[config.mk]
export PLATFORM = sky130hd
export DESIGN_NAME = ps2_host_tx
export DESIGN_NICKNAME = d
export VERILOG_FILES = /design/src/rtl/ps2_host_tx.sv
export SDC_FILE = /design/constraint.sdc
export NUM_CORES = 1
export LEC_CHECK = 0
export ABC_AREA = 1
export BUFFER_PORTS_ARGS = -buffer_cell sky130_fd_sc_hd__buf_4
export CELL_PAD_IN_SITES_DETAIL_PLACEMENT = 1
export CELL_PAD_IN_SITES_GLOBAL_PLACEMENT = 2
export CORE_UTILIZATION = 30
export DETAILED_ROUTE_END_ITERATION = 6
export GPL_ROUTABILITY_DRIVEN = 0
export PLACE_DENSITY_LB_ADDON = 0.1
export SLEW_MARGIN = 20
export SYNTH_ARGS = -nofsm -noshare
export SYNTH_HDL_FRONTEND = slang
export SYNTH_SLANG_ARGS = --single-unit
[constraint.sdc]
create_clock -name clk -period 1.9 [get_ports clk]
set_input_delay 0.095 -clock clk [delete_from_list [all_inputs] [get_ports clk]]
set_output_delay 0.095 -clock clk [all_outputs]
set_load 0.03 [all_outputs]
[src/rtl/ps2_host_tx.sv]
`default_nettype none
// ============================================================================
// Module   : ps2_host_tx
// Purpose  : Host-to-device PS/2 transmitter. Sends one command byte such as
//            0xED (set LEDs), 0xFF (reset) or 0xF3 (typematic rate) to the
//            keyboard. The open-drain ps2_clk/ps2_data lines are driven only
//            through output enables (oe=1 pulls low, oe=0 releases).
// Ports    : clk, rst_n       - system clock, synchronous active-low reset
//            tx_data/tx_valid - command byte and request (taken when ready)
//            tx_ready         - high only while idle
//            tx_done/tx_err   - one-cycle completion / failure pulses
//            ps2_clk_i/ps2_data_i   - raw asynchronous pin levels
//            ps2_clk_oe/ps2_data_oe - 1 = pull the line low
//            rx_inhibit       - high whenever a transfer is in progress
// Options  : define PS2_TX_RETRY_EN to retry a failed byte exactly once
//            before reporting tx_err.
// Revision : 1.0 - initial release
// ============================================================================
module ps2_host_tx #(
  parameter int INHIBIT_CYCLES = 5000,
  parameter int TIMEOUT_CYCLES = 1000000
) (
  input  logic       clk,
  input  logic       rst_n,
  input  logic [7:0] tx_data,
  input  logic       tx_valid,
  output logic       tx_ready,
  output logic       tx_done,
  output logic       tx_err,
  input  logic       ps2_clk_i,
  input  logic       ps2_data_i,
  output logic       ps2_clk_oe,
  output logic       ps2_data_oe,
  output logic       rx_inhibit
);

  // One counter serves both the inhibit interval and the ACK timeout; the
  // two phases never overlap.
  localparam int c_CNT_MAX = (INHIBIT_CYCLES > TIMEOUT_CYCLES) ? INHIBIT_CYCLES : TIMEOUT_CYCLES;
  localparam int c_CW = $clog2(c_CNT_MAX + 1);
  localparam logic [c_CW-1:0] c_INH_LAST = c_CW'(INHIBIT_CYCLES - 1);
  localparam logic [c_CW-1:0] c_TMO_LAST = c_CW'(TIMEOUT_CYCLES - 1);

  typedef enum logic [2:0] {
    S_IDLE      = 3'd0,
    S_INHIBIT   = 3'd1,
    S_START     = 3'd2,
    S_RELEASE   = 3'd3,
    S_BITS      = 3'd4,
    S_ACK       = 3'd5,
    S_WAIT_IDLE = 3'd6
  } state_t;

  state_t            r_state;
  logic [8:0]        r_shift;     // {parity, data[7:0]}
  logic [3:0]        r_bit;       // falling-edge index k within the bit phase
  logic [c_CW-1:0]   r_cnt;
  logic              r_clk_s1, r_clk_s2, r_clk_prev;
  logic              r_data_s1, r_data_s2;
  logic              r_tx_ready, r_tx_done, r_tx_err;
  logic              r_clk_oe, r_data_oe, r_rx_inhibit;

  logic              w_clk_fall;
  logic              w_timed;
  logic              w_timeout;
  logic              w_nack;
  logic              w_fail;
  logic              w_retry;

  assign w_clk_fall = r_clk_prev & ~r_clk_s2;
  assign w_timed    = (r_state == S_RELEASE) || (r_state == S_BITS) ||
                      (r_state == S_ACK)     || (r_state == S_WAIT_IDLE);
  assign w_timeout  = w_timed && (r_cnt == c_TMO_LAST);
  assign w_nack     = (r_state == S_ACK) && w_clk_fall && r_data_s2;
  assign w_fail     = w_timeout | w_nack;

`ifdef PS2_TX_RETRY_EN
  // Set by the first failure of a byte; any return to idle clears it.
  logic r_retry;

  always_ff @(posedge clk) begin
    if (!rst_n) begin
      r_retry <= 1'b0;
    end else if (r_state == S_IDLE) begin
      r_retry <= 1'b0;
    end else if (w_fail) begin
      r_retry <= 1'b1;
    end
  end

  assign w_retry = w_fail & ~r_retry;
`else
  assign w_retry = 1'b0;
`endif

  // Synchronizers reset to the released (high) bus level so that leaving
  // reset never manufactures a falling edge.
  always_ff @(posedge clk) begin
    if (!rst_n) begin
      r_clk_s1   <= 1'b1;
      r_clk_s2   <= 1'b1;
      r_clk_prev <= 1'b1;
      r_data_s1  <= 1'b1;
      r_data_s2  <= 1'b1;
    end else begin
      r_clk_s1   <= ps2_clk_i;
      r_clk_s2   <= r_clk_s1;
      r_clk_prev <= r_clk_s2;
      r_data_s1  <= ps2_data_i;
      r_data_s2  <= r_data_s1;
    end
  end

  always_ff @(posedge clk) begin
    if (!rst_n) begin
      r_state      <= S_IDLE;
      r_shift      <= '0;
      r_bit        <= '0;
      r_cnt        <= '0;
      r_tx_ready   <= 1'b1;
      r_tx_done    <= 1'b0;
      r_tx_err     <= 1'b0;
      r_clk_oe     <= 1'b0;
      r_data_oe    <= 1'b0;
      r_rx_inhibit <= 1'b0;
    end else begin
      r_tx_done <= 1'b0;
      r_tx_err  <= 1'b0;

      case (r_state)
        S_IDLE: begin
          if (tx_valid) begin
            r_shift      <= {~^tx_data, tx_data};
            r_cnt        <= '0;
            r_clk_oe     <= 1'b1;
            r_tx_ready   <= 1'b0;
            r_rx_inhibit <= 1'b1;
            r_state      <= S_INHIBIT;
          end
        end

        S_INHIBIT: begin
          if (r_cnt == c_INH_LAST) begin
            r_cnt     <= '0;
            r_data_oe <= 1'b1;
            r_state   <= S_START;
          end else begin
            r_cnt <= r_cnt + 1'b1;
          end
        end

        S_START: begin
          // Releasing the clock with data held low is the request-to-send.
          r_clk_oe <= 1'b0;
          r_cnt    <= '0;
          r_state  <= S_RELEASE;
        end

        S_RELEASE: begin
          r_cnt   <= r_cnt + 1'b1;
          r_bit   <= '0;
          r_state <= S_BITS;
        end

        S_BITS: begin
          r_cnt <= r_cnt + 1'b1;
          if (w_clk_fall) begin
            if (r_bit == 4'd9) begin
              r_data_oe <= 1'b0;
              r_state   <= S_ACK;
            end else begin
              r_data_oe <= ~r_shift[r_bit];
            end
            r_bit <= r_bit + 1'b1;
          end
        end

        S_ACK: begin
          r_cnt <= r_cnt + 1'b1;
          if (w_clk_fall && !r_data_s2) begin
            r_state <= S_WAIT_IDLE;
          end
        end

        S_WAIT_IDLE: begin
          r_cnt <= r_cnt + 1'b1;
          if (r_clk_s2 && r_data_s2) begin
            r_tx_done    <= 1'b1;
            r_tx_ready   <= 1'b1;
            r_rx_inhibit <= 1'b0;
            r_cnt        <= '0;
            r_state      <= S_IDLE;
          end
        end

        default: begin
          r_clk_oe     <= 1'b0;
          r_data_oe    <= 1'b0;
          r_tx_ready   <= 1'b1;
          r_rx_inhibit <= 1'b0;
          r_state      <= S_IDLE;
        end
      endcase

      // Failure handling overrides whatever the state above decided, so a
      // timeout landing on the completion cycle can never also pulse done.
      if (w_fail) begin
        r_tx_done <= 1'b0;
        r_cnt     <= '0;
        r_bit     <= '0;
        if (w_retry) begin
          r_clk_oe  <= 1'b1;
          r_data_oe <= 1'b0;
          r_state   <= S_INHIBIT;
        end else begin
          r_tx_err     <= 1'b1;
          r_clk_oe     <= 1'b0;
          r_data_oe    <= 1'b0;
          r_tx_ready   <= 1'b1;
          r_rx_inhibit <= 1'b0;
          r_state      <= S_IDLE;
        end
      end
    end
  end

  assign tx_ready    = r_tx_ready;
  assign tx_done     = r_tx_done;
  assign tx_err      = r_tx_err;
  assign ps2_clk_oe  = r_clk_oe;
  assign ps2_data_oe = r_data_oe;
  assign rx_inhibit  = r_rx_inhibit;

endmodule
`default_nettype wire

==> impl_metrics.tcl, run 1 <==
set metrics [dict create \
    coreArea_um2 8260 \
    dp_hpwl_um 5760 \
    dr.first_iter.drc_count 59 \
    crit_top_cell "nor2_1" \
    tns_ps 0 \
    drv_slew 0 \
    switching_share_pct 38.9 \
    drive_above_1_share_pct 19.8 \
    wl_met3_um 145 \
    dr.max_layer_used "met4" \
    drc 0 \
    cts_buffer_depth 2 \
    min_from "tx_data[0]" \
    dieHeight_um 94.5 \
    power_density_nw_per_um2 956 \
    end_kind "flip-flop" \
    switching_power_w 0.00112 \
    met1Wirelength_um 3340 \
    crit_fanout 5 \
    grt_pass1_vias 2518 \
    antenna_found_initial 0 \
    fp.dieW_um 94.5 \
    synthCells 372 \
    cts.clk_slew.worst_paths_ps 90 \
    overflow 0 \
    clk_root_buffer_cell "clkbuf_8" \
    seqPwrFrac_pct 41.8 \
    num-fill-cells 1084 \
    start_util_pct 31.1 \
    ys_ff_latch 47 \
    cp_top_family "simple AND/OR/NAND/NOR gates" \
    cts_buffers 5 \
    finalHoldViolations 0 \
    syn-cell-area_um2 2570 \
    cts_tree "yes" \
    timing.hold.ws_ps 31.1 \
    max_cap_violations 0 \
    ys_warn_count 0 \
    max_freq_mhz 584 \
    worst_pin_slew_ps 432 \
    fin_crit_ps 1710 \
    relSlewSlack_pct 71.2 \
    grt_first_pass_wirelength_um 12200 \
    dp.cells 501 \
    clock_latency_ps 300 \
    critPathSlowestCell "dfxtp_1" \
    grt_max_degree 14 \
    timing.final.crit_share_pct 90.2 \
    p_clk_share_pct 22.1 \
    crit_required_ps 2090 \
    finClkSkew_ps 9.97 \
    start_kind "flip-flop" \
    startpoint "r_state[1]" \
    reg2reg_from "r_state[1]" \
    hp-class "in -> reg" \
    ios 19 \
    wire_per_inst_um 14.1 \
    wirelength_um 7200 \
    dieArea_um2 8940 \
    comb_power_share_pct 36.1 \
    fin_cells 510 \
    rows 33 \
    seq_area_frac_synth_pct 36.6 \
    status "completed" \
    intPower_w 0.00176 \
    critPathBufInv 2 \
    synth.net_count 388 \
    cp_data_arrival_time_ps 1910 \
    postRouteAntennaNets 0 \
    setup_violations 0 \
    htree_levels 2 \
    route.vias.total 2410 \
    grt_usage_pct 17.8 \
    area_delta_synth_final_pct 17.3 \
    multi_input_area_um2 1440 \
    ir_drop_uv 454 \
    portBuffers 18 \
    utilization_pct 36.5 \
    critPathKind "reg -> reg" \
    rsz0062_at_grt "false" \
    ff_latch_area_um2 942 \
    nets 421 \
    route.met2.wl_um 3540 \
    leakagePower_nw 1.26 \
    vias_per_cell 4.73 \
    firstDrtPassIters 4 \
    crit_chain "inv_1, nand2_1, nor2_1, nor2_1, nand2_2, nand3_2, nand2_2, nor2_8, buf_4, nand2_1, nor2_1" \
    diodes 0 \
    ys_types 30 \
    cts_num_sinks 47 \
    syn_area_per_cell_um2 6.91 \
    cpPeakStageDelay_ps 360 \
]
[cells by family after synthesis]
group / synth area share [%]
AOI/OAI and AO/OA: 10.5
and+or+nand+nor: 37.8
buffers and inverters: 7.79
xor gates and xnor gates: 5.80
adders and majority gates: 1.46
DFF: 36.6
[per-layer routing]
metal	track usage, %	up-vias
met5	0	-
met4	5.81	0
met3	3.54	15
met2	31.7	32
met1	21.3	1119
li1	-	1244
[flip-flops by register name (all words and copies together), names as in the netlist, 3 cells and up]
name / count
r_shift: 9
r_cnt: 20
r_bit: 4
r_state: 3
[cell usage after synthesis]
| library cell | number | share of area, % |
|---|---|---|
| o32ai_1 | 1 | 0.34 |
| clkbuf_1 | 3 | 0.44 |
| xor2_1 | 7 | 2.4 |
| o21ai_0 | 19 | 3.7 |
| o21a_1 | 1 | 0.29 |
| nor3_1 | 5 | 0.97 |
| dfxtp_1 | 47 | 37 |
| inv_2 | 3 | 0.44 |
| nor3b_2 | 1 | 0.49 |
| nor2_2 | 19 | 4.6 |
| inv_1 | 36 | 5.3 |
| buf_6 | 3 | 1.3 |
| o211ai_1 | 4 | 1.2 |
| nand4_1 | 8 | 1.9 |
| nor2_8 | 1 | 0.78 |
| o21bai_1 | 2 | 0.58 |
| or2_2 | 4 | 0.97 |
| buf_2 | 1 | 0.19 |
| nand3b_1 | 3 | 0.88 |
| a21boi_0 | 1 | 0.29 |
| a21oi_2 | 4 | 1.4 |
| a21oi_1 | 14 | 2.7 |
| nand2_2 | 7 | 1.7 |
| clkinv_1 | 1 | 0.15 |
| nand2_1 | 88 | 13 |
| nor2_1 | 53 | 7.7 |
| nand3_2 | 2 | 0.78 |
| ha_1 | 3 | 1.5 |
| nand3_1 | 21 | 4.1 |
| xnor2_1 | 10 | 3.4 |
[per-stage QoR]
stage / setup WS, ps / area, µm² / total power [W]
6_report: 187 / 3010 / 0.00288
5_1_grt: 7.10 / 3010 / 0.00310
4_1_cts: 77.2 / 3000 / 0.00292
3_5_place_dp: 81.8 / 2900 / 0.00227
3_3_place_gp: 115 / 2900 / 0.00226
2_1_floorplan: 365 / 2570 / 0.00194
[worst reg2reg max path: stages (launching register included)]
cell,delay [ps]
dfxtp_1,360
inv_1,130
nand2_1,90
nor2_1,240
nor2_1,90
nand2_2,90
nand3_2,110
nand2_2,130
nor2_8,60
buf_4,170
nand2_1,100
nor2_1,50
[cell usage in the layout (no fill, tap or decap), drive strengths merged]
cell,count
a21boi,1
a21oi,18
buf,31
clkbuf,6
clkinv,2
dfxtp,47
dlygate4sd3,2
ha,3
inv,39
nand2,95
nand3,23
nand3b,3
nand4,8
nor2,73
nor3,5
nor3b,1
o211ai,4
o21a,1
o21ai,19
o21bai,2
o32ai,1
or2,4
xnor2,10
xor2,7
[power by group through the flow]
| stage | combinational [W] | clock [W] | sequential (W) |
|---|---|---|---|
| detailed placement | 0.00104 | 0 | 0.00122 |
| global route | 0.00118 | 0.000705 | 0.00122 |
| global placement | 0.00104 | 0 | 0.00122 |
| finish | 0.00104 | 0.000638 | 0.00120 |
| CTS | 0.00105 | 0.000671 | 0.00120 |
| floorplan | 0.000668 | 0 | 0.00127 |
[path summary, 6_finish.rpt]
check	endpoint	slack [ps]	cells past startpoint
setup / recovery	r_bit[3]	190	11
hold / removal	r_shift[0]	30	3
setup reg to reg	r_bit[3]	190	11
hold reg to reg	r_clk_s2	420	1
[what timing repair did]
| action | 4_1_cts | 5_1_grt |
|---|---|---|
| hold buffers | 2 | 0 |
| endpoints found under the setup margin | 0 | 9 |
| gates resized for setup | 0 | 3 |
| setup buffers | 0 | 0 |
| endpoints found under the hold margin | 2 | 0 |
[layout make-up]
type | count | area share [%]
inverters | 40 | 4.98
flip-flops and latches | 47 | 31.3
multi-input cells | 278 | 47.7
repair buffers | 33 | 8.80
clock buffers | 6 | 2.74
clock inverters | 1 | 0.166
well taps | 105 | 4.36
Power figures use the tool's default switching activity.
==> inputs of run 2 (changes only) <==
clock period = 1.7 ns   (was 1.9 ns; I/O delays follow)
==> run 2 against run 1 <==
Compared with the run above: die area is the same; worst hold slack lost 9.6 ps; critical path type unchanged; clock skew down 2.0 ps; wire length fell by 0.21%; count of clock-buffer cells in the layout unchanged; fmax increased by 9.0%; register-to-register slack got worse by 60 ps; non-clock buffer count up 16; final area up 6.2%; critical path depth up 1; final cell count up 3.1%; power increased by 18%.
==> impl_metrics.tcl, run 2 (synthesis gave the netlist of run 1 again) <==
set metrics [dict create \
    status "completed" \
    clk_root_buffer_cell "clkbuf_8" \
    fp.dieW_um 94.5 \
    tns_ps 0 \
    hold_depth 3 \
    vias_per_cell 4.65 \
    fin_area_um2 3200 \
    grt_pass1_vias 2507 \
    crit_chain "inv_1, nor2_1, nand2_1, nor2_1, nand3_1, nand2_2, buf_6, nand2_1, nand2_1, nand2_1, nor2_2, nor2_2" \
    reg2reg_from "r_cnt[7]" \
    max_freq_mhz 636 \
    final_common_cell "nand2_1" \
    htree_levels 2 \
    drv_slew 0 \
    cts_tree "yes" \
    wirelength_um 7180 \
    rows 33 \
    cts.clk_slew.worst_paths_ps 90 \
    postRouteAntennaNets 0 \
    relSlewSlack_pct 73.4 \
    cpPeakStageDelay_ps 370 \
    coreArea_um2 8260 \
    crit_top_cell "nand2_1" \
    cts_num_sinks 47 \
    dr.first_iter.drc_count 48 \
    start_kind "flip-flop" \
    reg_top3 "r_cnt: 20 flops, r_shift: 9 flops, r_bit: 4 flops" \
    nets 437 \
    drc 0 \
    portBuffers 18 \
    setup_ws_ps 128 \
    cts_buffers 5 \
    finClkSkew_ps 7.94 \
    antenna_found_initial 0 \
    hp-class "in -> reg" \
    end_kind "flip-flop" \
    cp_data_arrival_time_ps 1780 \
    leakagePower_nw 1.34 \
    timing.final.crit_share_pct 92.5 \
    grt_max_degree 14 \
    critPathKind "reg -> reg" \
    finalHoldViolations 0 \
    crit_fanout 5 \
    dp_hpwl_um 5770 \
    dieArea_um2 8940 \
    setup_violations 0 \
    dpl_cell_area_um2 3020 \
    ios 19 \
    overflow 0 \
    clock_latency_ps 300 \
    min_to "r_shift[2]" \
    fin_crit_ps 1570 \
    max_cap_violations 0 \
    dieHeight_um 94.5 \
    r2r-end "ps2_data_oe" \
    top_register "r_cnt" \
    worst_pin_slew_ps 398 \
    grt_usage_pct 17.6 \
    area_delta_synth_final_pct 24.6 \
    utilization_pct 38.8 \
    diodes 0 \
    min_from "tx_data[2]" \
    drive_above_1_share_pct 26.6 \
    final_cell_mix "nand2_1 (86), nor2_1 (50), buf_4 (44)" \
    firstDrtPassIters 4 \
    start_util_pct 31.1 \
    reg2reg_slack_ps 130 \
    grt_first_pass_wirelength_um 12100 \
    reg2regPathDepth 12 \
    largest_reg_flops 20 \
    place_ws_ps -148 \
    ir_drop_uv 493 \
    route.vias.total 2448 \
    wire_per_inst_um 13.7 \
    crit_required_ps 1900 \
    critPathSlowestCell "dfxtp_2" \
    cts_buffer_depth 2 \
    power_density_nw_per_um2 1070 \
]
[run 2: how the worst max path moves through the flow]
stage / startpoint / end / slack, ps / cells after the start
3_5_place_dp: r_state[0] / r_cnt[8] / -150 / 10
2_1_floorplan: r_cnt[0] / r_cnt[4] / 170 / 11
6_report: r_cnt[7] / ps2_data_oe / 130 / 12
5_1_grt: r_cnt[7] / ps2_data_oe / -50 / 12
4_1_cts: r_state[0] / r_cnt[8] / 20 / 10
3_3_place_gp: r_state[0] / r_cnt[8] / -150 / 10
[run 2: final cells by class]
type	instances	area, µm²
repair buffers	49	402
clock inverters	1	5.00
inverters	40	150
flip-flops and latches	47	951
clock buffers	6	82.6
fillers	1063	5060
multi-input cells	278	1480
well taps	105	131
[run 2: stage by stage]
step / instances / hold WS (ps) / total power, W
CTS: 525 / 15.8 / 0.00343
detailed placement: 516 / 276 / 0.00267
global placement: 516 / 273 / 0.00266
floorplan: 372 / 192 / 0.00217
finish: 526 / 21.5 / 0.00341
global route: 526 / 29.2 / 0.00366
[run 2: worst max-delay path: cells and delay by family (launching register included)]
family                 cells  cell delay, ps
buffers and inverters      2             210
AND/OR/NAND/NOR           10             910
flip-flops                 1             370
[run 2: per-layer routing]
metal | global-route usage, % | vias to the layer above | share of wire, %
met4 | 5.18 | 0 | 1.9
li1 | - | 1276 | -
met2 | 32.4 | 19 | 51
met5 | 0 | - | 0
met3 | 2.98 | 11 | 1.6
met1 | 20.8 | 1142 | 46
[run 2: timing repair]
item,CTS,global route
hold endpoints to repair,2,0
endpoints found under the setup margin,13,34
setup buffers,0,1
pin swaps,0,4
gates resized for setup,4,19
cloned,0,0
hold buffers,2,0
[run 2: power breakdown]
group | internal [W] | total, W | switching (W)
Sequential | 0.00125 | 0.00135 | 0.0000917
Clock | 0.000320 | 0.000705 | 0.000385
Combinational | 0.000531 | 0.00136 | 0.000827
==> inputs of run 3 (changes only) <==
clock period = 1.8 ns   (was 1.7 ns; I/O delays follow)
==> run 3 against run 2 <==
Compared with the run above: wire length rose by 1.0%; setup slack lost 10 ps; worst hold slack gained 13 ps; highest routed layer unchanged; clock skew decreased by 3.7 ps; count of clock-buffer cells in the layout stayed put; first-iteration DRC count rose by 10%; combinational power decreased by 12%; flip-flop and latch count unchanged; sequential share of layout area rose by 0.68 points.
==> impl_metrics.tcl, run 3 (synthesis gave the netlist of run 1 again) <==
set metrics [dict create \
    startpoint "r_state[0]" \
    utilization_pct 37.7 \
    ff_latch_area_um2 947 \
    vias_per_cell 4.66 \
    cts_setup_buffers 0 \
    drc 0 \
    grt_usage_pct 17.8 \
    cts_tree "yes" \
    timing.final.crit_share_pct 93.4 \
    worst_pin_slew_ps 364 \
    cp_data_arrival_time_ps 1880 \
    start_util_pct 31.1 \
    comb_power_share_pct 36.3 \
    crit_fanout 6 \
    fp.dieW_um 94.5 \
    dieArea_um2 8940 \
    final_common_cell "nand2_1" \
    grt_max_degree 15 \
    drive_above_1_share_pct 23.6 \
    finalHoldViolations 0 \
    crit_required_ps 2000 \
    route.vias.total 2403 \
    overflow 0 \
    p_clk_share_pct 25.2 \
    relSlewSlack_pct 75.5 \
    firstDrtPassIters 4 \
    tns_ps 0 \
    rows 33 \
    multi_input_area_um2 1470 \
    cts_buffers 5 \
    cts_num_sinks 47 \
    fin_cells 516 \
    wire_per_inst_um 14.1 \
    rsz0062_at_grt "true" \
    final_cell_mix "nand2_1 (87), nor2_1 (49), dfxtp_1 (42)" \
    area_delta_synth_final_pct 21.3 \
    clock_latency_ps 300 \
    endpoint "r_cnt[7]" \
    intPower_w 0.00207 \
    reg2reg_from "r_state[0]" \
    power_density_nw_per_um2 1060 \
    reg2reg_slack_ps 120 \
    dieHeight_um 94.5 \
    htree_levels 2 \
    ir_drop_uv 507 \
    dp.cells 506 \
    finClkSkew_ps 4.24 \
    switching_share_pct 37.3 \
    grt_first_pass_wirelength_um 12400 \
    place_ws_ps -8.89 \
    start_kind "flip-flop" \
    nets 426 \
    max_freq_mhz 595 \
    coreArea_um2 8260 \
    r2r-end "r_cnt[7]" \
    fin_crit_ps 1680 \
    largest_reg_flops 20 \
    grt_pass1_vias 2588 \
    end_kind "flip-flop" \
    diodes 0 \
    seqPwrFrac_pct 38.5 \
    hp-class "in -> reg" \
    dp_hpwl_um 5680 \
    portBuffers 18 \
    fin_area_um2 3120 \
    dr.first_iter.drc_count 53 \
    reg2regPathDepth 10 \
    ios 19 \
    cts.clk_slew.worst_paths_ps 100 \
    setup_violations 0 \
    clk_root_buffer_cell "clkbuf_8" \
    postRouteAntennaNets 0 \
    max_cap_violations 0 \
    reg_top3 "r_cnt: 20 flops, r_shift: 9 flops, r_bit: 4 flops" \
    leakagePower_nw 1.31 \
    dpl_cell_area_um2 2930 \
    status "completed" \
    setup_ws_ps 118 \
    cts_buffer_depth 2 \
    antenna_found_initial 0 \
    num-fill-cells 1058 \
    critPathKind "reg -> reg" \
    drv_slew 0 \
    wirelength_um 7260 \
    switching_power_w 0.00123 \
    top_register "r_cnt" \
]
[run 3: changes by cell type in the layout (fill, tap and decap cells not counted), sizes merged]
cell	change
buf	-11
bufinv	+1
[run 3: worst min path at each step]
stage	startpoint	end	slack [ps]	cells after the start
after CTS	tx_data[0]	r_shift[0]	20	3
final	tx_data[0]	r_shift[0]	30	3
after global placement	ps2_data_i	r_data_s1	280	2
after floorplan	ps2_clk_i	r_clk_s1	200	1
after global routing	rst_n	r_clk_prev	50	2
after detailed placement	ps2_data_i	r_data_s1	280	2
[run 3: power groups by stage]
stage	clock (W)	combinational [W]	sequential, W
detailed placement	0	0.00119	0.00129
CTS	0.000870	0.00121	0.00127
global route	0.000901	0.00136	0.00129
finish	0.000834	0.00120	0.00127
global placement	0	0.00118	0.00129
floorplan	0	0.000705	0.00134
[run 3: layer usage]
| layer | up-vias | routed length, µm | share of wire [%] | GRT usage (%) |
|---|---|---|---|---|
| met5 | - | 0 | 0 | 0 |
| met4 | 0 | 91 | 1.3 | 5.18 |
| met3 | 6 | 110 | 1.5 | 2.58 |
| met2 | 24 | 3530 | 49 | 31.8 |
| met1 | 1115 | 3530 | 49 | 22.2 |
| li1 | 1258 | - | - | - |
[run 3: layout make-up]
class / count / area share [%]
multi-input cells: 278 / 47.0
repair buffers: 38 / 9.71
clock buffers: 6 / 2.65
well taps: 105 / 4.22
inverters: 40 / 4.90
flip-flops and latches: 47 / 30.4
clock inverters: 2 / 1.12
[run 3: what timing repair did]
action                                 CTS  global route
resized for setup                        3            14
gates cloned                             0             0
endpoints found under the hold margin    2             0
hold buffers                             2             0
pin swaps                                0             0
setup endpoints to repair               11            28
[run 3: critical path: stages, from the launching register on]
cell	delay [ps]
dfxtp_2	400
inv_1	110
nand2_2	120
nor2_4	60
nand2_1	150
nand2_4	120
buf_4	160
nor2_1	160
nand2_1	100
xor2_1	160
nor2_2	50
[run 3: metrics by stage]
stage          power (W)  hold WS, ps
4_1_cts          0.00334         21.5
3_5_place_dp     0.00247          282
2_1_floorplan    0.00205          197
5_1_grt          0.00355         53.0
6_report         0.00331         34.0
3_3_place_gp     0.00247          277
